<file path="config.mk">
export PLATFORM = sky130hd
export DESIGN_NAME = led_shift_out
export DESIGN_NICKNAME = d
export VERILOG_FILES = /design/src/rtl/led_shift_out.sv
export SDC_FILE = /design/constraint.sdc
export NUM_CORES = 1
export LEC_CHECK = 0
export CAP_MARGIN = 20
export CORE_MARGIN = 4
export CORE_UTILIZATION = 25
export CTS_BUF_LIST = sky130_fd_sc_hd__clkbuf_16
export DETAILED_ROUTE_END_ITERATION = 12
export SLEW_MARGIN = 20
export SYNTH_ARGS = -nofsm -noshare
export SYNTH_HDL_FRONTEND = slang
export SYNTH_SLANG_ARGS = --single-unit
</file>
<file path="constraint.sdc">
create_clock -name clk -period 1.89 [get_ports clk]
set_input_delay 0.189 -clock clk [delete_from_list [all_inputs] [get_ports clk]]
set_output_delay 0.189 -clock clk [all_outputs]
set_load 0.005 [all_outputs]
</file>
<file path="src/rtl/led_shift_out.sv">
// Serialises a parallel LED value into a 74HC595-style shift register (SER/SCLK/RCLK).
// Optional periodic re-send is enabled by defining LED_SHIFT_REFRESH_EN.
module led_shift_out #(
  parameter int DATA_WIDTH     = 8,
  parameter int CLK_DIV        = 2,
  parameter int REFRESH_PERIOD = 1000000
) (
  input  logic                  clk,
  input  logic                  rst_n,
  input  logic [DATA_WIDTH-1:0] din,
  input  logic                  load,
  output logic                  busy,
  output logic                  ser,
  output logic                  sclk,
  output logic                  rclk
);

  typedef enum logic [1:0] {IDLE, SHIFT, LATCH} state_e;

  localparam int DIV_W = $clog2(2 * CLK_DIV + 1);
  localparam int CNT_W = $clog2(DATA_WIDTH + 1);
  localparam logic [DIV_W-1:0] DIV_LO_END = DIV_W'(CLK_DIV - 1);
  localparam logic [DIV_W-1:0] DIV_HI_END = DIV_W'(2 * CLK_DIV - 1);
  localparam logic [CNT_W-1:0] LAST_BIT   = CNT_W'(DATA_WIDTH - 1);

  if (CLK_DIV < 1 || REFRESH_PERIOD < 1) begin : g_bad_param
    $error("led_shift_out: CLK_DIV and REFRESH_PERIOD must be >= 1");
  end

  state_e                state_q, state_d;
  logic [DATA_WIDTH-1:0] shreg_q, shreg_d;
  logic [DATA_WIDTH-1:0] shadow_q, shadow_d;
  logic [CNT_W-1:0]      bitcnt_q, bitcnt_d;
  logic [DIV_W-1:0]      divcnt_q, divcnt_d;
  logic                  pending_q, pending_d;
  logic                  init_q, init_d;
  logic                  busy_q, busy_d;
  logic                  ser_q, ser_d;
  logic                  sclk_q, sclk_d;
  logic                  rclk_q, rclk_d;
  logic                  start;
  logic                  refresh_hit;

`ifdef LED_SHIFT_REFRESH_EN
  localparam int REF_W = $clog2(REFRESH_PERIOD + 1);
  localparam logic [REF_W-1:0] REF_END = REF_W'(REFRESH_PERIOD - 1);
  logic [REF_W-1:0] refcnt_q, refcnt_d;

  always_ff @(posedge clk or negedge rst_n) begin
    if (!rst_n) refcnt_q <= '0;
    else        refcnt_q <= refcnt_d;
  end

  // Counter only advances in IDLE; any transfer start restarts the period.
  always_comb begin
    refcnt_d    = refcnt_q;
    refresh_hit = 1'b0;
    if (state_q == IDLE) begin
      if (start) begin
        refcnt_d = '0;
      end else if (refcnt_q == REF_END) begin
        refcnt_d    = '0;
        refresh_hit = 1'b1;
      end else begin
        refcnt_d = refcnt_q + REF_W'(1);
      end
    end
  end
`else
  assign refresh_hit = 1'b0;
`endif

  assign start = (din != shadow_q) | load | pending_q | init_q;

  always_comb begin
    state_d   = state_q;
    shreg_d   = shreg_q;
    shadow_d  = shadow_q;
    bitcnt_d  = bitcnt_q;
    divcnt_d  = divcnt_q;
    pending_d = pending_q | refresh_hit;
    init_d    = init_q;
    busy_d    = busy_q;
    ser_d     = ser_q;
    sclk_d    = sclk_q;
    rclk_d    = rclk_q;
    case (state_q)
      IDLE: begin
        if (start) begin
          shreg_d   = din;
          shadow_d  = din;
          bitcnt_d  = '0;
          divcnt_d  = '0;
          pending_d = 1'b0;
          init_d    = 1'b0;
          busy_d    = 1'b1;
          ser_d     = din[DATA_WIDTH-1];
          sclk_d    = 1'b0;
          state_d   = SHIFT;
        end
      end
      SHIFT: begin
        if (load) pending_d = 1'b1;
        divcnt_d = divcnt_q + DIV_W'(1);
        if (divcnt_q == DIV_LO_END) sclk_d = 1'b1;
        // ser is pre-loaded with the next MSB at the same edge sclk falls.
        if (divcnt_q == DIV_HI_END) begin
          divcnt_d = '0;
          sclk_d   = 1'b0;
          shreg_d  = shreg_q << 1;
          bitcnt_d = bitcnt_q + CNT_W'(1);
          ser_d    = shreg_d[DATA_WIDTH-1];
          if (bitcnt_q == LAST_BIT) begin
            ser_d   = ser_q;
            rclk_d  = 1'b1;
            state_d = LATCH;
          end
        end
      end
      LATCH: begin
        if (load) pending_d = 1'b1;
        divcnt_d = divcnt_q + DIV_W'(1);
        if (divcnt_q == DIV_LO_END) begin
          divcnt_d = '0;
          rclk_d   = 1'b0;
          busy_d   = 1'b0;
          state_d  = IDLE;
        end
      end
      default: state_d = IDLE;
    endcase
  end

  always_ff @(posedge clk or negedge rst_n) begin
    if (!rst_n) begin
      state_q   <= IDLE;
      shreg_q   <= '0;
      shadow_q  <= '0;
      bitcnt_q  <= '0;
      divcnt_q  <= '0;
      pending_q <= 1'b0;
      init_q    <= 1'b1;
      busy_q    <= 1'b0;
      ser_q     <= 1'b0;
      sclk_q    <= 1'b0;
      rclk_q    <= 1'b0;
    end else begin
      state_q   <= state_d;
      shreg_q   <= shreg_d;
      shadow_q  <= shadow_d;
      bitcnt_q  <= bitcnt_d;
      divcnt_q  <= divcnt_d;
      pending_q <= pending_d;
      init_q    <= init_d;
      busy_q    <= busy_d;
      ser_q     <= ser_d;
      sclk_q    <= sclk_d;
      rclk_q    <= rclk_d;
    end
  end

  assign busy = busy_q;
  assign ser  = ser_q;
  assign sclk = sclk_q;
  assign rclk = rclk_q;

endmodule

</file>
==> flow_summary_export.csv, run 1 <==
group,metric,value,unit
drt,ant_nets,0,
drt,num_vias,1242,
synthesis,ys_async_sr_fraction,100,%
pwr,total_power,3.14,mW
drt,wl_per_cell,13.2,um
synthesis,syn_area,1650,um2
worst_setup_path,worstReg2RegStart,"pending_q$_DFFE_PN0P_",
synthesis,synth_edf_count,0,
pwr,leakage,0.920,nW
clocking,htreeDepth,2,
synthesis,yosys.area.top_type,"dfrtp_1",
timing,setup_viol_count_final,0,
synthesis,yosys_register_bits,30,
timing,fmax,559,MHz
timing,timing.final.crit_share,94.7,%
drt,post_drt_via_cell_ratio,4.60,
global_routing,grt_util_all_layers,10.4,%
synthesis,synth_top_area_share,44.0,%
synthesis,netlist-cell-type-count,41,
timing,drv_slew,0,
global_routing,grt_antenna_before_repair,0,
synthesis,synth_common_cells,"dfrtp_1, inv_1, a21oi_1",
cells_and_area,drive_gt1_share,25.9,%
worst_setup_path,worstPathRequired,2.05,ns
placed_design,dp_hpwl,2620,um
floorplan,die_h,89.3,um
synthesis,netlist_top_cells_area,"dfrtp_1, ha_1, mux2_2, xor2_1, o221a_1",
flow_run,cap_violations,0,
timing,max_slew_margin,70.6,%
synthesis,synthFlopType,"dfrtp_1",
clocking,cts_tree,"yes",
floorplan,start_util,25.8,%
pwr,power.density,1430,nW/um2
timing,hold_viol_final,0,
clocking,cts-root-buf,"clkbuf_16",
clocking,cts.clk_slew.worst_paths,0.05,ns
timing,rsz0062_at_grt,"no",
timing,setup-tns-final,0,ns
global_routing,grt_remaining_overflow,0,
clocking,clk_latency,0.27,ns
synthesis,syn-mean-instance-area,10.8,um2
cells_and_area,fillCellCount,657,
synthesis,synth_most_common_cell,"dfrtp_1",
cells_and_area,nNetsFinal,212,
status,status,"finished, final reports clean",
timing,skew,0.00411,ns
synthesis,synthCells,153,
worst_setup_path,startpoint,"pending_q$_DFFE_PN0P_",
cells_and_area,n_antenna_cell,0,
placed_design,gp_congestion,0.730,
global_routing,grt_pass1_vias,1322,
drt,wl,3570,um
global_routing,grt_pass1_wl,6300,um
synthesis,synth.net_count,172,
worst_setup_path,critPathCaptureType,"register",
floorplan,rows,29,
timing,worst_pin_slew,0.439,ns
clocking,clockBufferDepth,2,
worst_setup_path,crit_type,"reg2reg",
floorplan,die_area,7970,um2
worst_setup_path,critPathLaunchType,"register",
placed_design,io_buffers,14,
timing,period_minus_slack,1.79,ns
floorplan,core_area,6390,um2
pwr,power.ir.vdd_worst,0.000898,V
synthesis,seq_area_frac_synth,45.6,%
global_routing,grt_max_degree,31,
cells_and_area,areaGrowthSynthToFinish,32.6,%
clocking,cts-buffers-inserted,5,
drt,drc,0,
floorplan,top_level_ports,15,
clocking,cts_sinks,30,
cells_and_area,register_area,752,um2
synthesis,yosysWarnings,0,
drt,dr.pass1.iters,4,
floorplan,die_w,89.3,um
drt,drt_iter0_drc,41,
cells_and_area,multiInputGateArea,855,um2
worst_setup_path,path_max_fanout,5,
worst_setup_path,arrival,1.95,ns
worst_hold_path,hp-class,"in2async",
[state kept, by name, summed over array words and instances (netlist names)]
name	flops
shadow_q	8
rclk	1
busy	1
bitcnt_q	4
divcnt_q	3
shreg_q	7
pending_q	1
state_q	2
init_q	1
sclk	1
ser	1
[report_power, final]
group | leakage, nW | total (mW) | internal, mW | switching (mW)
Combinational | 0.495 | 1.33 | 0.687 | 0.648
Sequential | 0.355 | 1.06 | 0.889 | 0.174
Clock | 0.0694 | 0.741 | 0.474 | 0.267
Total | 0.920 | 3.14 | 2.05 | 1.09
[area by class of cell]
type | count | area share, %
repair buffers | 36 | 14.0
flip-flops and latches | 30 | 34.4
multi-input cells | 108 | 39.1
inverters | 12 | 2.06
clock inverters | 2 | 0.457
well taps | 77 | 4.40
clock buffers | 5 | 5.72
[cells in the final DEF (no fill, tap or decap), types with 4 or more instances in the layout]
master	netlist	routed
dfrtp_1	29	29
buf_4	0	22
clkdlybuf4s50_1	0	14
inv_1	12	12
a21oi_1	11	11
nor2_1	9	9
xor2_1	8	8
mux2_2	8	8
nand2_1	8	7
nand2b_1	7	7
ha_1	8	7
o221a_1	5	5
clkbuf_16	0	5
nor2b_1	5	4
[cell families (layout without fill, tap and decap cells)]
| family | after synthesis | after routing | synth area share, % |
|---|---|---|---|
| and+or+nand+nor | 42 | 42 | 15.4 |
| muxes | 10 | 10 | 6.67 |
| DFF | 30 | 30 | 45.6 |
| AOI/OAI and AO/OA | 40 | 40 | 18.6 |
| adders and majority gates | 8 | 8 | 6.07 |
| xor gates and xnor gates | 8 | 8 | 4.25 |
| buffers and inverters | 15 | 55 | 3.49 |
[metrics by stage]
| stage | area (um2) | instances | hold WS (ns) | setup slack, ns | utilization [%] |
|---|---|---|---|---|---|
| after floorplan | 1650 | 153 | -0.107 | 0.0895 | - |
| after global placement | 2040 | 263 | 0.476 | -0.140 | 31.9 |
| after detailed placement | 2040 | 263 | 0.481 | -0.161 | 31.9 |
| after CTS | 2170 | 270 | 0.333 | 0.0963 | 34.1 |
| after global routing | 2190 | 270 | 0.355 | 0.00177 | 34.3 |
| final | 2190 | 270 | 0.322 | 0.100 | 34.3 |
[final timing paths]
path                                      endpoint  slack, ns  depth (start not counted)
min reg2reg                     init_q$_DFFE_PN1P_       0.48                          1
max                               sclk$_DFFE_PN0P_       0.10                          5
min in group clk                init_q$_DFFE_PN1P_       0.48                          1
max in group asynchronous       init_q$_DFFE_PN1P_       1.25                          2
max reg2reg                       sclk$_DFFE_PN0P_       0.10                          5
min                        divcnt_q[0]$_DFFE_PN0P_       0.32                          2
[worst max-delay path: stages (launching register included)]
cell     delay [ns]
dfrtp_1        0.38
or3_4          0.39
nor4_4         0.22
nand3_2        0.17
a21o_1         0.21
a221o_1        0.30
[timing repair]
item,in CTS,in global routing
resized for setup,0,4
hold buffers,0,0
buffers inserted,0,0
setup endpoints to repair,0,3
[layer usage]
metal  GRT usage [%]  part of all wire (%)
met1            14.1                    50
met2            15.7                    45
met3            2.86                   4.5
met4            3.65                  0.81
met5               0                     0
Power figures use the tool's default switching activity.
==> run 2, diff against run 1 <==
Settings changed: CTS_CLUSTER_DIAMETER set to 200.
Clock period 1.89 ns to 2.3 ns, I/O delays scaled along.
==> run 2 against run 1 <==
Against the previous run: register-to-register slack improved by 0.32 ns; wire length decreased by 4.1%; cell area decreased by 4.5%; power decreased by 17%; worst setup slack improved by 0.30 ns; count of clock-buffer cells in the layout unchanged; sequential power decreased by 18%; critical endpoint is now shadow_q[1]$_DFFE_PN0P_; largest power group unchanged.
==> flow_summary_export.csv, run 2 (same netlist as run 1, synthesis figures left out) <==
group,metric,value,unit
timing,rsz0062_at_grt,"no",
timing,drv_slew,0,
timing,skew,0.00675,ns
timing,worst_pin_slew,0.457,ns
global_routing,grt_pass1_vias,1268,
timing,setup_viol_count_final,0,
clocking,clockBufferDepth,2,
pwr,power.density,1240,nW/um2
global_routing,grt_max_degree,31,
pwr,clock_power_share,27.7,%
floorplan,rows,29,
global_routing,grt_util_all_layers,9.87,%
pwr,combPwrFrac,39.0,%
worst_setup_path,cpMaxStageDelayCell,"clkdlybuf4s50_1",
floorplan,die_h,89.3,um
worst_setup_path,path_cells,"clkdlybuf4s50_1, or3_4, nor4_4, nand3_2, nand2_1, mux2_2",
drt,dr.max_layer_used,"met4",
timing,timing.final.crit_share,82.5,%
pwr,p_sw,867,uW
drt,drt_iter0_drc,68,
worst_setup_path,critPathCaptureType,"register",
drt,wl_per_cell,13.4,um
drt,wl,3420,um
placed_design,dp_hpwl,2460,um
clocking,cts_sinks,30,
cells_and_area,areaGrowthSynthToFinish,26.6,%
drt,ant_nets,0,
worst_setup_path,critPathLaunchType,"input pin",
worst_setup_path,path_max_fanout,5,
pwr,p_int,1.73,mW
cells_and_area,drive_gt1_share,16.8,%
drt,met1_length,1670,um
cells_and_area,fin_cells,256,
worst_setup_path,arrival,2.06,ns
placed_design,io_buffers,14,
timing,period_minus_slack,1.90,ns
floorplan,die_area,7970,um2
drt,routed-wl-met3,126,um
timing,setup-tns-final,0,ns
placed_design,place_inst,248,
placed_design,dpl_cell_area,1930,um2
clocking,cts.clk_slew.worst_paths,0.05,ns
pwr,total_power,2.60,mW
worst_hold_path,hp-class,"in2async",
cells_and_area,mostFrequentLayoutCell,"dfrtp_1",
flow_run,cap_violations,0,
placed_design,gp_congestion,0.688,
clocking,cts_tree,"yes",
cells_and_area,top_regs,"shadow_q (8), shreg_q (7), bitcnt_q (4)",
clocking,postCtsSetupBuffers,0,
drt,drc,0,
floorplan,die_w,89.3,um
timing,hold_viol_final,0,
drt,met2_length,1610,um
worst_setup_path,startpoint,"load",
timing,hold_slack,0.353,ns
worst_setup_path,worstReg2RegStart,"state_q[0]$_DFFE_PN0P_",
drt,num_vias,1210,
clocking,holdBufCountCts,0,
floorplan,top_level_ports,15,
pwr,leakage,0.860,nW
pwr,power.ir.vdd_worst,0.000641,V
drt,dr.pass1.iters,4,
pwr,swShare,33.3,%
clocking,cts_resized,0,
clocking,htreeDepth,2,
floorplan,start_util,25.8,%
status,status,"finished, final reports clean",
timing,max_slew_margin,69.5,%
global_routing,grt_antenna_before_repair,0,
clocking,clk_latency,0.27,ns
pwr,power_frac_seq,33.3,%
cells_and_area,n_antenna_cell,0,
cells_and_area,top_register,"shadow_q",
floorplan,core_area,6390,um2
worst_setup_path,crit_type,"in2reg",
worst_setup_path,slowest_delay,0.42,ns
global_routing,grt_pass1_wl,5960,um
cells_and_area,layout_common_cells,"dfrtp_1, clkdlybuf4s50_1, inv_1, a21oi_1, nor2_1",
worst_setup_path,critical_path_buf_inv_count,1,
clocking,cts-buffers-inserted,5,
timing,fin_ws,0.402,ns
placed_design,pre_cts_ws,0.126,ns
cells_and_area,largest_reg_flops,8,
cells_and_area,post-route-util,32.7,%
clocking,cts-root-buf,"clkbuf_16",
cells_and_area,nNetsFinal,197,
drt,post_drt_via_cell_ratio,4.73,
worst_setup_path,worstPathRequired,2.46,ns
worst_setup_path,cp_top_family,"simple AND/OR/NAND/NOR gates",
global_routing,grt_remaining_overflow,0,
cells_and_area,fin_area,2090,um2
timing,fmax,527,MHz
==> run 2: cell types whose count changed in the layout (fill, tap and decap cells not counted), sizes merged <==
cell	previous run	this run
buf	22	7
clkinv	2	1
bufinv	0	1
inv	12	13
==> run 2: power groups by stage <==
stage	sequential [mW]	clock [mW]	combinational, mW
2_1_floorplan	0.840	0	0.765
3_3_place_gp	0.870	0	1.00
3_5_place_dp	0.871	0	1.01
4_1_cts	0.865	0.741	1.02
5_1_grt	0.891	0.763	1.13
6_report	0.865	0.720	1.01
==> run 2: final cells by class <==
type	instances	area, um2
multi-input cells	108	841
clock buffers	5	125
inverters	12	45.0
clock inverters	3	37.5
well taps	77	96.3
fillers	670	4300
repair buffers	21	193
flip-flops and latches	30	752
==> run 2: path summary, 6_finish.rpt <==
path                            slack [ns]  cells past startpoint                       to
worst max-delay path                  0.40                      6  shadow_q[1]$_DFFE_PN0P_
worst min-delay path                  0.35                      2  divcnt_q[1]$_DFFE_PN0P_
worst max register to register        0.42                      6  bitcnt_q[3]$_DFFE_PN0P_
worst min register to register        0.48                      1       init_q$_DFFE_PN1P_
max in group asynchronous             1.63                      2       init_q$_DFFE_PN1P_
min in group clk                      0.48                      1       init_q$_DFFE_PN1P_
==> run 2: metal layers <==
layer  global-route usage (%)  vias up
met5                        0        -
met4                     3.92        0
met3                     2.76        2
met2                     15.1       17
met1                     13.2      583
li1                         -      608
==> patch: new RTL, settings of run 1 <==
`shreg_q` no longer has a reset.
--- a/src/rtl/led_shift_out.sv
+++ b/src/rtl/led_shift_out.sv
@@ -136,3 +136,2 @@
       state_q   <= IDLE;
-      shreg_q   <= '0;
       shadow_q  <= '0;
@@ -148,3 +147,2 @@
       state_q   <= state_d;
-      shreg_q   <= shreg_d;
       shadow_q  <= shadow_d;
@@ -161,2 +159,6 @@
 
+  always_ff @(posedge clk) begin
+    shreg_q <= shreg_d;
+  end
+
   assign busy = busy_q;
Formal check against the unedited RTL: same outputs for any inputs over 10 cycles, from zero or initial values and one cycle with rst_n low; that may be too few to reach the edited logic, so the function may still have changed.
==> patch against run 1 <==
Area after synthesis up 8.5%; global-route usage decreased by 0.30 points; non-clock buffer count rose by 18; worst setup slack better by 35 ps; sequential cell count unchanged; final area is 15% higher; routed wire length rose by 12%; power rose by 18%; synthesized cell count grew 6.5%; clock skew decreased by 1.1 ps; sequential share of layout area decreased by 3.0 points.
==> patch: results (changes against run 1) <==
GPL Wtd Cong=0.7692 (was 0.7298); Total GRT Usage=0.1005 (was 0.1035); wire length per cell=12.72 microns (was 13.20 microns); list of most frequent post-synthesis cells=22 x dfrtp_1, 13 x mux2_2, 9 x nor2_1 (was 29 x dfrtp_1, 12 x inv_1, 11 x a21oi_1, 9 x nor2_1); worst-skew pair later-pin latency=270 ps (about the same); total setup buffers inserted after CTS=0 (unchanged); library cells used by synthesis=56 (was 41); number of flops mapped to enable cells by yosys=7 (was 0); Clock H-tree levels=2 (unchanged); Worst Setup Slack post-DPL=-249.2 ps (was -161.1 ps); hpwl dp=3.025 mm (was 2.617 mm); Largest regs=shadow_q x8, shreg_q x7, bitcnt_q x4 (unchanged); Nets=236 (was 212); CTS Buffer Depth=2 (unchanged); Max IR drop VDD=578.2 uV (was 897.5 uV); hold crit path type=in -> async (unchanged); Clock transition at path regs=50 ps (about the same); non-filler instance count after layout=314 (was 270); Placed Cells=306 (was 263); CTS buffer count=5 (unchanged); FFs w/ async S/R, synth=0.7667 (was 1.000); Syn Nets=182 (was 172); Pleak=1.050 nW (was 0.9197 nW); CP max-delay cell=clkdlybuf4s50_1 (was or3_4); CTS resizes=0 (unchanged); clock skew=3.004 ps (was 4.115 ps); Switch Pwr=1.245 mW (was 1.088 mW); antenna cells=0 (unchanged); status=complete, no violations (unchanged); largest net degree at the start of global routing=24 (was 31); DR vias=1420 (was 1242); worst slew pin tran=376.5 ps (was 439.1 ps); fillcell total=689 (was 657); antenna violations before repair=0 (unchanged); Top delay family on crit path=buffers and inverters (was simple AND/OR/NAND/NOR gates); first-pass GRT wire length=6.858 mm (was 6.299 mm); register area share after synthesis=0.4396 (was 0.4556); share of cells above drive strength 1=0.3349 (was 0.2591); initial DRC count=51 (was 41); cells after synthesis=163 (was 153); Area contributors post-synth=dfrtp_1 31%, edfxtp_1 12%, mux2_2 8.2% (was dfrtp_1 44%, ha_1 6.1%, mux2_2 5.5%); CP peak stage delay=530 ps (was 390 ps)
==> patch: final timing paths <==
path                            slack, ps  depth (start not counted)           to       start
worst max-delay path                  140                          7         busy      din[1]
worst min-delay path                  290                          2  bitcnt_q[3]       rst_n
worst max register to register        140                          6          ser  state_q[0]
worst min register to register        490                          1       init_q      init_q
max in group asynchronous            1300                          2       init_q       rst_n
min in group clk                      490                          1       init_q      init_q
==> patch: cell type report <==
class,instances,share of cell area
clock inverters,3,0.01796
well taps,96,0.04790
inverters,8,0.01198
flip-flops and latches,30,0.3139
repair buffers,54,0.1756
multi-input cells,118,0.3827
clock buffers,5,0.04990
==> patch: cell families after synthesis <==
logic type | count (synthesis) | synth area share
AOI/OAI and AO/OA | 33 | 0.1419
and+or+nand+nor | 53 | 0.1873
DFF | 30 | 0.4396
muxes | 16 | 0.09993
xor gates and xnor gates | 8 | 0.03914
buffers and inverters | 15 | 0.03633
adders and majority gates | 8 | 0.05591
==> patch: per-layer routing <==
metal | vias to the layer above | track usage | part of all wire
li1 | 727 | - | -
met1 | 668 | 0.1332 | 0.50
met2 | 18 | 0.1601 | 0.46
met3 | 7 | 0.02275 | 0.028
met4 | 0 | 0.03663 | 0.015
met5 | - | 0 | 0
==> patch: power groups by stage <==
stage,Combinational [mW],Clock [mW],Sequential [mW]
after floorplan,1.01,0,1.07
after global placement,1.66,0,1.09
after detailed placement,1.67,0,1.10
after CTS,1.68,0.933,1.09
after global routing,1.90,0.958,1.12
final,1.70,0.916,1.09
==> patch: stage by stage <==
stage	hold WS (ps)	area, sq um
final	292.2	2507
after global routing	326.3	2507
after CTS	307.4	2486
after detailed placement	485.8	2316
after global placement	482.1	2316
after floorplan	-106.6	1790
